===== config.mk =====
export PLATFORM = sky130hd
export DESIGN_NAME = ps2_line_assembler
export DESIGN_NICKNAME = d
export VERILOG_FILES = /design/src/rtl/ps2_line_assembler.sv
export SDC_FILE = /design/constraint.sdc
export NUM_CORES = 1
export LEC_CHECK = 0
export CORE_MARGIN = 4
export CORE_UTILIZATION = 53
export DETAILED_ROUTE_END_ITERATION = 10
export GPL_ROUTABILITY_DRIVEN = 1
export MAX_ROUTING_LAYER = met4
export PLACE_DENSITY_LB_ADDON = 0.2
export SLEW_MARGIN = 10
export SYNTH_ARGS = -nofsm -noshare
export SYNTH_HDL_FRONTEND = slang
export SYNTH_SLANG_ARGS = --single-unit

===== constraint.sdc =====
create_clock -name clock -period 9.74 [get_ports clock]
set_clock_uncertainty 0.2 [all_clocks]
set_input_delay 2.922 -clock clock [delete_from_list [all_inputs] [get_ports clock]]
set_output_delay 2.922 -clock clock [all_outputs]
set_load 0.01 [all_outputs]

===== src/rtl/ps2_line_assembler.sv =====
// PS/2 set-2 scan codes to ASCII, editing a 32-character line and committing it on Enter.
// Define PS2_SHIFT_EN for lowercase letters with shift-key case and symbol handling.
module ps2_line_assembler #(
    parameter int unsigned LINE_CHARS = 32
) (
    input  logic         clock,
    input  logic         resetn,
    input  logic [7:0]   scan_code,
    input  logic         scan_valid,
    output logic [255:0] edit_content,
    output logic [5:0]   edit_len,
    output logic [255:0] line_content,
    output logic         line_ready
);

    localparam logic [5:0] MaxLen = 6'(LINE_CHARS);

    typedef enum logic [1:0] {StNorm, StBrk, StExt, StExtBrk} state_e;

    state_e         state_q, state_d;
    logic [255:0]   edit_q, edit_d;
    logic [5:0]     len_q, len_d;
    logic [255:0]   line_q, line_d;
    logic           ready_q, ready_d;
    logic [7:0]     ascii;
    logic           do_commit;
    logic [5:0]     bs_idx;
    logic [4:0]     wr_pos, bs_pos;

    // Returns uppercase/base ASCII, or 0x00 for an unmapped code.
    function automatic logic [7:0] key_base(input logic [7:0] code);
        unique case (code)
            8'h1C: key_base = "A";  8'h32: key_base = "B";  8'h21: key_base = "C";
            8'h23: key_base = "D";  8'h24: key_base = "E";  8'h2B: key_base = "F";
            8'h34: key_base = "G";  8'h33: key_base = "H";  8'h43: key_base = "I";
            8'h3B: key_base = "J";  8'h42: key_base = "K";  8'h4B: key_base = "L";
            8'h3A: key_base = "M";  8'h31: key_base = "N";  8'h44: key_base = "O";
            8'h4D: key_base = "P";  8'h15: key_base = "Q";  8'h2D: key_base = "R";
            8'h1B: key_base = "S";  8'h2C: key_base = "T";  8'h3C: key_base = "U";
            8'h2A: key_base = "V";  8'h1D: key_base = "W";  8'h22: key_base = "X";
            8'h35: key_base = "Y";  8'h1A: key_base = "Z";
            8'h45: key_base = "0";  8'h16: key_base = "1";  8'h1E: key_base = "2";
            8'h26: key_base = "3";  8'h25: key_base = "4";  8'h2E: key_base = "5";
            8'h36: key_base = "6";  8'h3D: key_base = "7";  8'h3E: key_base = "8";
            8'h46: key_base = "9";
            8'h29: key_base = " ";  8'h41: key_base = ",";  8'h49: key_base = ".";
            8'h4E: key_base = "-";  8'h4A: key_base = "/";
            default: key_base = 8'h00;
        endcase
    endfunction

`ifdef PS2_SHIFT_EN
    logic shift_l_q, shift_l_d, shift_r_q, shift_r_d;

    function automatic logic [7:0] key_shifted(input logic [7:0] b);
        unique case (b)
            "1": key_shifted = "!";  "2": key_shifted = "@";  "3": key_shifted = "#";
            "4": key_shifted = "$";  "5": key_shifted = "%";  "6": key_shifted = "^";
            "7": key_shifted = "&";  "8": key_shifted = "*";  "9": key_shifted = "(";
            "0": key_shifted = ")";  ",": key_shifted = "<";  ".": key_shifted = ">";
            "-": key_shifted = "_";  "/": key_shifted = "?";
            default: key_shifted = b;
        endcase
    endfunction

    always_comb begin
        ascii = key_base(scan_code);
        if (ascii >= "A" && ascii <= "Z") begin
            if (!(shift_l_q || shift_r_q)) ascii = ascii | 8'h20;
        end else if (shift_l_q || shift_r_q) begin
            ascii = key_shifted(ascii);
        end
    end
`else
    always_comb ascii = key_base(scan_code);
`endif

    assign wr_pos = 5'd31 - len_q[4:0];
    assign bs_idx = len_q - 6'd1;
    assign bs_pos = 5'd31 - bs_idx[4:0];

    always_comb begin
        state_d   = state_q;
        edit_d    = edit_q;
        len_d     = len_q;
        line_d    = line_q;
        ready_d   = 1'b0;
        do_commit = 1'b0;
`ifdef PS2_SHIFT_EN
        shift_l_d = shift_l_q;
        shift_r_d = shift_r_q;
`endif
        if (scan_valid) begin
            unique case (state_q)
                StNorm: begin
                    if (scan_code == 8'hF0) begin
                        state_d = StBrk;
                    end else if (scan_code == 8'hE0) begin
                        state_d = StExt;
                    end else if (scan_code == 8'h5A) begin
                        do_commit = 1'b1;
                    end else if (scan_code == 8'h66) begin
                        if (len_q != 6'd0) begin
                            len_d = bs_idx;
                            edit_d[{bs_pos, 3'b000} +: 8] = 8'h00;
                        end
`ifdef PS2_SHIFT_EN
                    end else if (scan_code == 8'h12) begin
                        shift_l_d = 1'b1;
                    end else if (scan_code == 8'h59) begin
                        shift_r_d = 1'b1;
`endif
                    end else if (ascii != 8'h00 && len_q < MaxLen) begin
                        edit_d[{wr_pos, 3'b000} +: 8] = ascii;
                        len_d = len_q + 6'd1;
                    end
                end
                StBrk: begin
`ifdef PS2_SHIFT_EN
                    if (scan_code == 8'h12) shift_l_d = 1'b0;
                    if (scan_code == 8'h59) shift_r_d = 1'b0;
`endif
                    state_d = StNorm;
                end
                StExt: begin
                    if (scan_code == 8'hF0) begin
                        state_d = StExtBrk;
                    end else begin
                        do_commit = (scan_code == 8'h5A);
                        state_d   = StNorm;
                    end
                end
                StExtBrk: state_d = StNorm;
                default:  state_d = StNorm;
            endcase
        end
        if (do_commit) begin
            line_d  = edit_q;
            ready_d = 1'b1;
            edit_d  = '0;
            len_d   = '0;
        end
    end

    always_ff @(posedge clock or negedge resetn) begin
        if (!resetn) begin
            state_q   <= StNorm;
            edit_q    <= '0;
            len_q     <= '0;
            line_q    <= '0;
            ready_q   <= 1'b0;
`ifdef PS2_SHIFT_EN
            shift_l_q <= 1'b0;
            shift_r_q <= 1'b0;
`endif
        end else begin
            state_q   <= state_d;
            edit_q    <= edit_d;
            len_q     <= len_d;
            line_q    <= line_d;
            ready_q   <= ready_d;
`ifdef PS2_SHIFT_EN
            shift_l_q <= shift_l_d;
            shift_r_q <= shift_r_d;
`endif
        end
    end

    assign edit_content = edit_q;
    assign edit_len     = len_q;
    assign line_content = line_q;
    assign line_ready   = ready_q;

endmodule

; Word level (Yosys, flattened, before mapping)
; Memory sizes are Yosys's and may differ from the RTL's.
; Index checks and enable logic that the tools add are counted.
[classes]
shift = 4
div_mod_pow = 0
order_cmp = 1
n_eq_ne = 12
n_mul = 0
muxes = 32
addsub = 6
bitwise = 0
reduce_logical = 10
[op_table]
columns = op, count
row1 = $mux W256, 9
row2 = $bwmux W256, 2
row3 = $shift A8 B10 Y256 const A, 2
row4 = $shiftx A8 B10 Y256, 1
row5 = $shiftx A8 B10 Y256 const A, 1
row6 = $mux W6, 9
row7 = $neg A8 Y10, 2
row8 = $eq A8 B7 Y1 const B, 2
row9 = $eq A8 B8 Y1 const B, 2
row10 = $sub A5 B5 Y5 const A, 2
row11 = $mux W8, 1
row12 = $reduce_bool A8 Y1, 1
row13 = $reduce_and A7 Y1, 1
row14 = $add A6 B1 Y6 const B, 1
row15 = $lt A6 B6 Y1 const B, 1
row16 = $mux W1, 6
row17 = $mux W2, 3
row18 = $ne A2 B2 Y1 const B, 3
row19 = $pmux W2 S3, 1
row20 = $reduce_bool A6 Y1, 1
row21 = $sub A6 B1 Y6 const B, 1
row22 = $eq A2 B2 Y1 const B, 2
row23 = $reduce_bool A2 Y1, 2
row24 = $ne A3 B2 Y1 const B, 1
row25 = other kinds (8), 8
[word_totals]
latchBits = 0
n_memories = 1
output_inout_bits = 519
romBits = 896
regBits = 521
elab_cells = 71
in_bits = 11
ramBits = 0
[mem_list]
columns = memory, depth, width, read_ports, rd_clocked_by_memory_dff, write_ports, line
row1 = (name not given), 128, 7, 1, 0, 0, 32  ; unique case (code)

; Depth between registers and ports, before layout
; Gate-level depths: netlist of run 1.
[depth]
word_depth = 13
ltp_mapped = 15
depth_no_buf = 12

; Worst setup path after synthesis of run 1
; No wires, ideal clock.
[synth_path]
path_kind = in2reg
from = in scan_code[0]
to = reg edit_q[245] (netlist: edit_content[245])
path_stages = 13
t_arrival_ns = 5.663
n_path_buf = 3
setup_slack_ns = 3.756
t_required_ns = 9.419
cell_sequence = clkbuf_1 -> inv_1 -> ha_1 -> nor2b_1 -> o21ai_0 -> o21ba_1 -> or4_1 -> clkbuf_1 -> nand4b_2 -> nor2_4 -> or3_1 -> buf_2 -> a22o_1
[synth_between]
elab_chain_len = 12
elab_cells_between_ends = 32
cone_classes = 8 x eq/ne / 1 x shift / 16 x mux / 6 x reduce/logical / 1 x memory
[synth_lines]
columns = item, line
row1 = from (decl), 8  ; input logic [7:0] scan_code,
row2 = $mem_v2 Z128 W7, --
row3 = $mux W8, 32
row4 = $shiftx A8 B10 Y256, 114  ; edit_d[{wr_pos, 3'b000} +: 8] = ascii;
row5 = $bwmux W256, 114
row6 = $mux W256, 113  ; end else if (ascii != 8'h00 && len_q < MaxLen) begin
row7 = $mux W256, 102  ; end else if (scan_code == 8'h66) begin
row8 = $mux W256, 100  ; end else if (scan_code == 8'h5A) begin
row9 = $mux W256, 98  ; end else if (scan_code == 8'hE0) begin
row10 = $mux W256, 96  ; if (scan_code == 8'hF0) begin
row11 = $mux W256, 94  ; unique case (state_q)
row12 = $mux W256, 93  ; if (scan_valid) begin
row13 = $mux W256, 137  ; if (do_commit) begin
row14 = to (signal assigned), 158  ; edit_q <= edit_d;
row15 = to (decl), 21  ; logic [255:0] edit_q, edit_d;
; Several ways; a longest one is shown, not always the timed one. The select of a mux whose other input is x is not followed.
; A chain may end at the register's enable or synchronous reset.

; Worst setup path after layout of run 1
[layout_path]
from = in scan_code[1]
to = reg edit_q[38] (netlist: edit_content[38])
; Same word-level chain as after synthesis.

==> results.toml, run 1 <==
[status]
outcome = "completed"

[sta]
period_minus_slack_ns = 8.27
final.setup.tns_ns = 0
tightestPinTransition_ns = 1.22
fmax_mhz = 121
rsz0062_at_grt = "no"
whs_ns = 0.272
fin_crit_sh_pct = 85.0
final_hold_viol_count = 0
setup_viol = 0
max-slew-margin-rel_pct = 18.3
finalWorstSetupSlack_ns = 1.47
slew_violations = 0

[routing]
first_iter_violations = 1707
via_per_inst = 5.79
routedWlPerCell_um = 23.1
drc_errors = 0
drt_pass1_iterations = 6
final_antenna_net_count = 0
drt_wl_total_um = 70400
vias = 17600

[yosys]
seq_area_frac_synth_pct = 56.3
synth.area.top_cells = "dfrtp_1, nand2_1, o2bb2ai_1"
synth.top_cells.by_count = "nand2_1, dfrtp_1, nor2_1, clkbuf_1, o2bb2ai_1"
synth-xor-area-share_pct = 0.431
async_flop_share_pct = 100
synth_top_area_share_pct = 56.3
yosys_warnings = 0
synthMuxAreaShare_pct = 3.31
syn_inst = 2086
synthFlopType = "dfrtp_1"
synth.most_common_cell = "nand2_1"
synth_compound_area_share_pct = 13.2
synth_top_family_by_area = "simple AND/OR/NAND/NOR gates"
synth-seq-cells = 457
yosys.area_share.adder_pct = 0.801
syn_area_um2 = 20300
synth_edf_count = 0
ys_types = 82
synth_simple_gate_area_share_pct = 20.4
avgSynthCellArea_um2 = 9.74
yosysTopAreaCell = "dfrtp_1"

[placed_design]
portBuffers = 465
gp_congestion = 1.02
preCtsSetupSlack_ns = 1.08
dp_hpwl_um = 50100
place_area_um2 = 25000

[min_path]
min_path_type = "reg2reg"
holdPathEnd = "line_content[5]"
whs_path_depth = 2
hp-start = "line_content[5]"

[clock_network]
clk_pin_slew_ns = 0.06
cts_resized = 0
clkLatencyLatePin_ns = 0.58
root_buffer = "clkbuf_16"
holdBufCountCts = 0
cts_tree = "done"
clock-sinks = 457
cts_post_setup_buffers_inserted = 0
clock_path_buffers = 3
cts_made_buffers = 46
cts-htree-levels = 2

[grt]
overflow = 0
grt_max_degree = 174
grt_pass1_wl_um = 107000
antenna_found_initial = 0
grt_use_total_pct = 34.1
grt_pass1_vias = 17300

[critical_path]
timing.rr.start = "edit_len[0]"
crit_path_top_delay_cell = "clkdlybuf4s50_1"
worstPathRequired_ns = 9.98
path_max_fanout = 81
ff2ff_path_depth = 8
crit_arrival_ns = 8.52
r2r_end = "edit_content[233]"
r2r_slack_ns = 4.86
startpoint_type = "input port"
worstSetupEndpointType = "flip-flop"
crit_buf_inv = 3
cp_common_cell = "nand3_1"
path_cells = "clkdlybuf4s50_1 -> ha_1 -> nand4b_1 -> nor3_1 -> nand2_4 -> inv_8 -> nor2_1 -> nand3_1 -> or3_1 -> o21a_2 -> buf_4 -> nand3_1 -> a22o_1"
critPathMaxStageDelay_ns = 0.81
crit_type = "in2reg"
critical-path-top-delay-family = "simple AND/OR/NAND/NOR gates"

[power]
cellLeakagePower_nw = 12.5
power.density_nw_per_um2 = 206
irDropWorstVdd_mv = 0.134

[finish]
drive_gt1_share_pct = 7.38
final_area_um2 = 26500
final_nets = 2524
fill_cells = 2828
area_delta_synth_final_pct = 30.5
antennaDiodeCount = 0

[run]
max_cap_viol_count = 0

[floorplanning]
die_x_um = 204
rows = 71
num_io_pins = 530
core_area_um2 = 37800
die_area_um2 = 41500
initial_core_util_pct = 53.8
die_h_um = 204
==> kinds of logic after synthesis <==
kind of cell	after synthesis
adder cells (fa/ha/maj)	13
multiplexers	57
flip-flops	457
AO/OA/AOI/OAI	356
XOR/XNOR	10
AND/OR/NAND/NOR	980
buffers and inverters	212
other	1
==> routing by layer <==
metal,vias up,share of wire (%),GRT usage [%]
li1,7772,-,-
met1,8772,39,44.6
met5,-,0,-
met3,151,8.6,7.14
met4,0,3.4,10.9
met2,947,49,54.3
==> power breakdown <==
group | leakage [nW] | total, W | internal, W | switching, W
combinational | 5.46 | 0.00145 | 0.000552 | 0.000896
clock | 0.737 | 0.00175 | 0.00101 | 0.000744
sequential | 6.33 | 0.00226 | 0.00204 | 0.000222
total | 12.5 | 0.00546 | 0.00360 | 0.00186
==> state kept, by name (all words and copies together), names as in the netlist <==
| register | flops |
|---|---|
| edit_content | 224 |
| edit_len | 6 |
| state_q | 2 |
| line_content | 224 |
| line_ready | 1 |
==> layout make-up <==
type	count	area [um^2]	share of cell area (%)
sequential	457	11400	43.1
clock inverter	14	110	0.415
multi-input combinational	1480	8000	30.2
inverter	28	113	0.425
tap	511	639	2.41
clock buffer	69	1380	5.20
timing repair buffer	487	4840	18.2
==> worst min-delay path, delay by kind of cell, from the launching register on <==
kind	cells	cell delay [ns]
flops	1	0.34
simple gates	2	0.10
==> metrics by stage <==
| stage | util (%) | instances | total power (W) |
|---|---|---|---|
| after detailed placement | 66.3 | 2963 | 0.00370 |
| after global placement | 66.3 | 2963 | 0.00369 |
| after CTS | 70.2 | 3046 | 0.00545 |
| after global routing | 70.2 | 3046 | 0.00566 |
| after floorplan | - | 2149 | 0.00300 |
| final | 70.2 | 3046 | 0.00546 |
==> worst max path at each step <==
stage                        endpoint    startpoint  cells past startpoint
floorplan           edit_content[245]  scan_code[0]                     13
global placement     edit_content[72]  scan_code[1]                     12
detailed placement   edit_content[34]  scan_code[1]                     13
CTS                  edit_content[34]  scan_code[1]                     13
global route         edit_content[34]  scan_code[1]                     13
finish               edit_content[38]  scan_code[1]                     13
==> placed cells by master (no fill, tap or decap), types with 46 or more instances in the layout <==
cell type	synthesis	final
o21ai_0	46	46
clkbuf_16	0	47
dfrtp_1	457	457
nor2_1	102	102
nand2_1	728	727
a21oi_1	46	46
conb_1	1	64
o2bb2ai_1	86	86
a22o_1	67	67
clkdlybuf4s50_1	0	464
Power figures use the tool's default switching activity.
==> inputs of run 2 (changes only) <==
--- a/config.mk
+++ b/config.mk
@@ -6,7 +6,7 @@
 export NUM_CORES = 1
 export LEC_CHECK = 0
 export CORE_MARGIN = 4
-export CORE_UTILIZATION = 53
+export CORE_UTILIZATION = 44
 export DETAILED_ROUTE_END_ITERATION = 10
 export GPL_ROUTABILITY_DRIVEN = 1
 export MAX_ROUTING_LAYER = met4
==> constraint.sdc (replaced) <==
create_clock -name clock -period 7.1 [get_ports clock]
set_clock_uncertainty 0.2 [all_clocks]
set_input_delay 2.13 -clock clock [delete_from_list [all_inputs] [get_ports clock]]
set_output_delay 2.13 -clock clock [all_outputs]
set_load 0.01 [all_outputs]
==> run 2 against run 1 <==
Effect of this change:
- non-clock buffer count up 24
- sequential cell count is the same
- clock-buffer cell count fell by 1
- hold slack improved by 0.00074 ns
- clock power rose by 53%
- total power grew 43%
- wire length is 3.8% higher
- utilization shrank 11 points
- setup slack got worse by 0.83 ns
- die area up 20%
- largest cell class unchanged
==> results.toml, run 2 (same netlist as run 1, synthesis figures left out) <==
[sta]
setup_viol = 0
rsz0062_at_grt = "no"
period_minus_slack_ns = 6.47
slew_violations = 0
final_hold_viol_count = 0
max-slew-margin-rel_pct = 2.27
fin_crit_sh_pct = 91.1
tightestPinTransition_ns = 1.47
final.setup.tns_ns = 0
fmax_mhz = 155
whs_ns = 0.273

[status]
outcome = "completed"

[min_path]
min_path_type = "reg2reg"

[finish]
layout_commonest_cell = "nand2_1"
stdcell_count = 3165
area.sequential_um2 = 11400
final_nets = 2550
antennaDiodeCount = 0
drive_gt1_share_pct = 8.62
layout.cells.most_common_list = "nand2_1, clkdlybuf4s50_1, dfrtp_1"
multi_input_area_um2 = 8000
area_delta_synth_final_pct = 33.2
fill_cells = 3981

[routing]
first_iter_violations = 1694
drt_pass1_iterations = 5
drc_errors = 0
vias = 17400
via_per_inst = 5.51
routedWlPerCell_um = 23.1
final_antenna_net_count = 0
drt_wl_total_um = 73100

[critical_path]
crit_arrival_ns = 6.76
worstPathRequired_ns = 7.39
crit_type = "in2reg"
worstSetupEndpointType = "flip-flop"
path_max_fanout = 223
startpoint_type = "input port"

[clock_network]
cts_resized = 0
cts-htree-levels = 2
cts_post_setup_buffers_inserted = 0
root_buffer = "clkbuf_16"
clk_pin_slew_ns = 0.06
cts_tree = "done"
clock_path_buffers = 3
cts_made_buffers = 48
holdBufCountCts = 0
clock-sinks = 457
clkLatencyLatePin_ns = 0.58

[placed_design]
dp_hpwl_um = 52500
gp_congestion = 0.985
dp.cells = 3076
portBuffers = 465

[grt]
grt_use_total_pct = 29.2
antenna_found_initial = 0
grt_max_degree = 224
grt_pass1_wl_um = 110000
overflow = 0
grt_pass1_vias = 17200

[power]
power.density_nw_per_um2 = 288
irDropWorstVdd_mv = 0.161
cellLeakagePower_nw = 12.8

[floorplanning]
rows = 78
die_x_um = 223
die_h_um = 223
die_area_um2 = 49700
num_io_pins = 530
core_area_um2 = 45500
initial_core_util_pct = 44.7

[run]
max_cap_viol_count = 0
[run 2: critical path: stages]
cell and delay, ns:
clkdlybuf4s50_1 0.68, ha_1 0.36, nand4b_1 0.18, nor3_1 0.63, nand2_4 0.14, inv_8 0.08, buf_12 0.42, nor2_1 0.41
nor4_1 0.54, nand2_1 0.34, o2bb2ai_1 0.26
[run 2: final timing paths]
check                                  start                end  slack [ns]  depth (start not counted)
min reg2reg                line_content[107]  line_content[107]        0.27                          2
min                        line_content[107]  line_content[107]        0.27                          2
max                             scan_code[1]  edit_content[102]        0.63                         11
max reg2reg                      edit_len[0]  edit_content[237]        2.60                          9
min in group asynchronous             resetn    line_content[3]        1.36                          1
max in group asynchronous             resetn  line_content[198]        3.92                          2
[run 2: cell type report]
class | count | share of cell area, %
repair buffers | 511 | 18.7
clock buffers | 68 | 5.23
clock inverters | 21 | 1.06
flip-flops and latches | 457 | 42.2
well taps | 600 | 2.77
inverters | 28 | 0.416
multi-input cells | 1480 | 29.6
[run 2: routing by layer]
layer / vias up / global-route usage, % / wire [um]
met4: 0 / 7.99 / 2060
met1: 8702 / 38.5 / 30600
met3: 141 / 5.29 / 5120
met2: 775 / 47.0 / 35400
li1: 7827 / - / -
met5: - / - / 0
[run 2: through the flow]
stage	utilization, %	power, W	worst slack [ns]	cell area, um^2
floorplan	-	0.00411	1.91	20600
global placement	55.8	0.00510	0.551	25400
detailed placement	55.8	0.00511	0.474	25400
CTS	59.5	0.00780	1.09	27100
global route	59.5	0.00809	0.681	27100
finish	59.5	0.00779	0.633	27100
[run 2: power breakdown]
part           internal, W  switching, W
Combinational     0.000777       0.00124
Clock              0.00161       0.00107
Sequential         0.00280      0.000296
==> inputs of run 3 (changes only) <==
--- a/config.mk
+++ b/config.mk
@@ -5,13 +5,13 @@
 export SDC_FILE = /design/constraint.sdc
 export NUM_CORES = 1
 export LEC_CHECK = 0
+export CORE_ASPECT_RATIO = 0.8
 export CORE_MARGIN = 4
-export CORE_UTILIZATION = 44
+export CORE_UTILIZATION = 49
 export DETAILED_ROUTE_END_ITERATION = 10
 export GPL_ROUTABILITY_DRIVEN = 1
 export MAX_ROUTING_LAYER = met4
 export PLACE_DENSITY_LB_ADDON = 0.2
-export SLEW_MARGIN = 10
 export SYNTH_ARGS = -nofsm -noshare
 export SYNTH_HDL_FRONTEND = slang
 export SYNTH_SLANG_ARGS = --single-unit
==> constraint.sdc (replaced) <==
create_clock -name clock -period 6.98 [get_ports clock]
set_clock_uncertainty 0.2 [all_clocks]
set_input_delay 2.094 -clock clock [delete_from_list [all_inputs] [get_ports clock]]
set_output_delay 2.094 -clock clock [all_outputs]
set_load 0.01 [all_outputs]
==> run 3 against run 2 <==
Effect of this change:
- total power hardly changed
- hold slack worse by 0.0024 ns
- setup slack better by 0.23 ns
- final area shrank 0.47%
- clock power fell by 5%
- largest power group unchanged
- sequential cell count unchanged
- via count grew 2.4%
- combinational power rose by 3%
- global-route usage grew 4.0 points
==> results.toml, run 3 (same netlist as run 1, synthesis figures left out) <==
[status]
outcome = "completed"

[power]
power_frac_seq_pct = 40.5
swShare_pct = 34.1
comb_power_share_pct = 26.7
p_total_w = 0.00779
p_int_w = 0.00514
p_clk_share_pct = 32.8
irDropWorstVdd_mv = 0.208
cellLeakagePower_nw = 12.8
switchingPower_w = 0.00265
power.density_nw_per_um2 = 289

[critical_path]
critPathMaxStageDelay_ns = 0.89
critical-path-top-delay-family = "simple AND/OR/NAND/NOR gates"
crit_buf_inv = 2
path_cells = "clkdlybuf4s50_1 -> inv_1 -> ha_1 -> nor2b_1 -> o21ai_0 -> o21ba_1 -> or4_1 -> nand4b_2 -> or2_0 -> nand3_2 -> mux2_2"
worstSetupEndpointType = "flip-flop"
path_max_fanout = 9
crit_type = "in2reg"
crit_path_top_delay_cell = "or2_0"
startpoint_type = "input port"
worstPathRequired_ns = 7.21
r2r_slack_ns = 2.10
crit_arrival_ns = 6.35

[sta]
max-slew-margin-rel_pct = 17.2
period_minus_slack_ns = 6.12
final.setup.tns_ns = 0
whs_ns = 0.270
rsz0062_at_grt = "no"
setup_viol = 0
fmax_mhz = 163
tightestPinTransition_ns = 1.24
final_hold_viol_count = 0
fin_crit_sh_pct = 87.7
slew_violations = 0

[routing]
drt_pass1_iterations = 6
drc_errors = 0
vias = 17900
first_iter_violations = 1878
final_antenna_net_count = 0
routedWlPerCell_um = 23.9
drt_wl_total_um = 74300
via_per_inst = 5.74

[clock_network]
root_buffer = "clkbuf_16"
clock_path_buffers = 3
clock-sinks = 457
holdBufCountCts = 0
cts_tree = "done"
cts-htree-levels = 2
cts_post_setup_buffers_inserted = 0
cts_resized = 0
clk_pin_slew_ns = 0.06
cts_made_buffers = 46
clkLatencyLatePin_ns = 0.55

[placed_design]
gp_congestion = 1.01
portBuffers = 465
dp_hpwl_um = 53500
place_area_um2 = 25400

[finish]
final_util_pct = 66.0
layout.cells.most_common_list = "nand2_1, clkdlybuf4s50_1, dfrtp_1"
final_area_um2 = 26900
drive_gt1_share_pct = 8.91
final_nets = 2559
layout_commonest_cell = "nand2_1"
area_delta_synth_final_pct = 32.6

[floorplanning]
die_area_um2 = 44800
core_area_um2 = 40800
rows = 66
die_x_um = 236
num_io_pins = 530
initial_core_util_pct = 49.8
die_h_um = 190

[grt]
overflow = 0
grt_max_degree = 156
grt_pass1_vias = 17700
grt_use_total_pct = 33.2
antenna_found_initial = 1
grt_pass1_wl_um = 112000

[min_path]
min_path_type = "reg2reg"

[run]
max_cap_viol_count = 0
[run 3: cell types whose count changed in the layout (fill, tap and decap cells not counted), sizes merged]
cell,before,now
bufinv,6,4
inv,31,30
diode,0,1
clkbuf,68,60
clkinvlp,1,2
clkinv,11,14
buf,47,58
[run 3: per-stage QoR]
step | worst slack [ns] | instances
6_report | 0.861 | 3114
5_1_grt | 0.751 | 3114
3_3_place_gp | 0.572 | 3031
3_5_place_dp | 0.412 | 3031
2_1_floorplan | 1.82 | 2149
4_1_cts | 0.981 | 3113
[run 3: final timing paths]
kind,start,end,cells past startpoint
max reg2reg,edit_len[0],edit_content[251],9
max,scan_code[1],edit_content[77],11
min in group asynchronous,resetn,line_content[140],1
min reg2reg,line_content[60],line_content[60],2
min,line_content[60],line_content[60],2
max in group asynchronous,resetn,edit_content[62],2
[run 3: power by group through the flow]
stage | Sequential, W | Clock [W] | Combinational, W
floorplan | 0.00314 | 0 | 0.00104
CTS | 0.00315 | 0.00258 | 0.00203
finish | 0.00316 | 0.00255 | 0.00208
global route | 0.00318 | 0.00269 | 0.00220
detailed placement | 0.00319 | 0 | 0.00203
global placement | 0.00319 | 0 | 0.00201
[run 3: layout make-up]
cell class                 instances  area [um^2]
antenna                            1         2.50
clock buffer                      60         1320
clock inverter                    22          238
fill                            3240        13900
inverter                          28          113
multi-input combinational       1480         8000
sequential                       457        11400
tap                              544          681
timing repair buffer             522         5150
[run 3: worst reg2reg max path, stage by stage, from the launching register on]
cell       delay (ns)
dfrtp_1          0.70
inv_1            0.29
ha_1             0.59
or2_0            0.53
o311a_1          0.41
a2111oi_2        0.98
a31oi_1          0.18
a21oi_1          0.30
nand2_2          0.20
mux2_2           0.38
[run 3: metal layers]
| metal | up-vias | track usage [%] | routed length [um] |
|---|---|---|---|
| met2 | 950 | 48.2 | 33000 |
| met1 | 8931 | 47.4 | 31800 |
| met4 | 0 | 9.82 | 2350 |
| met5 | - | - | 0 |
| met3 | 153 | 7.49 | 7110 |
| li1 | 7825 | - | - |
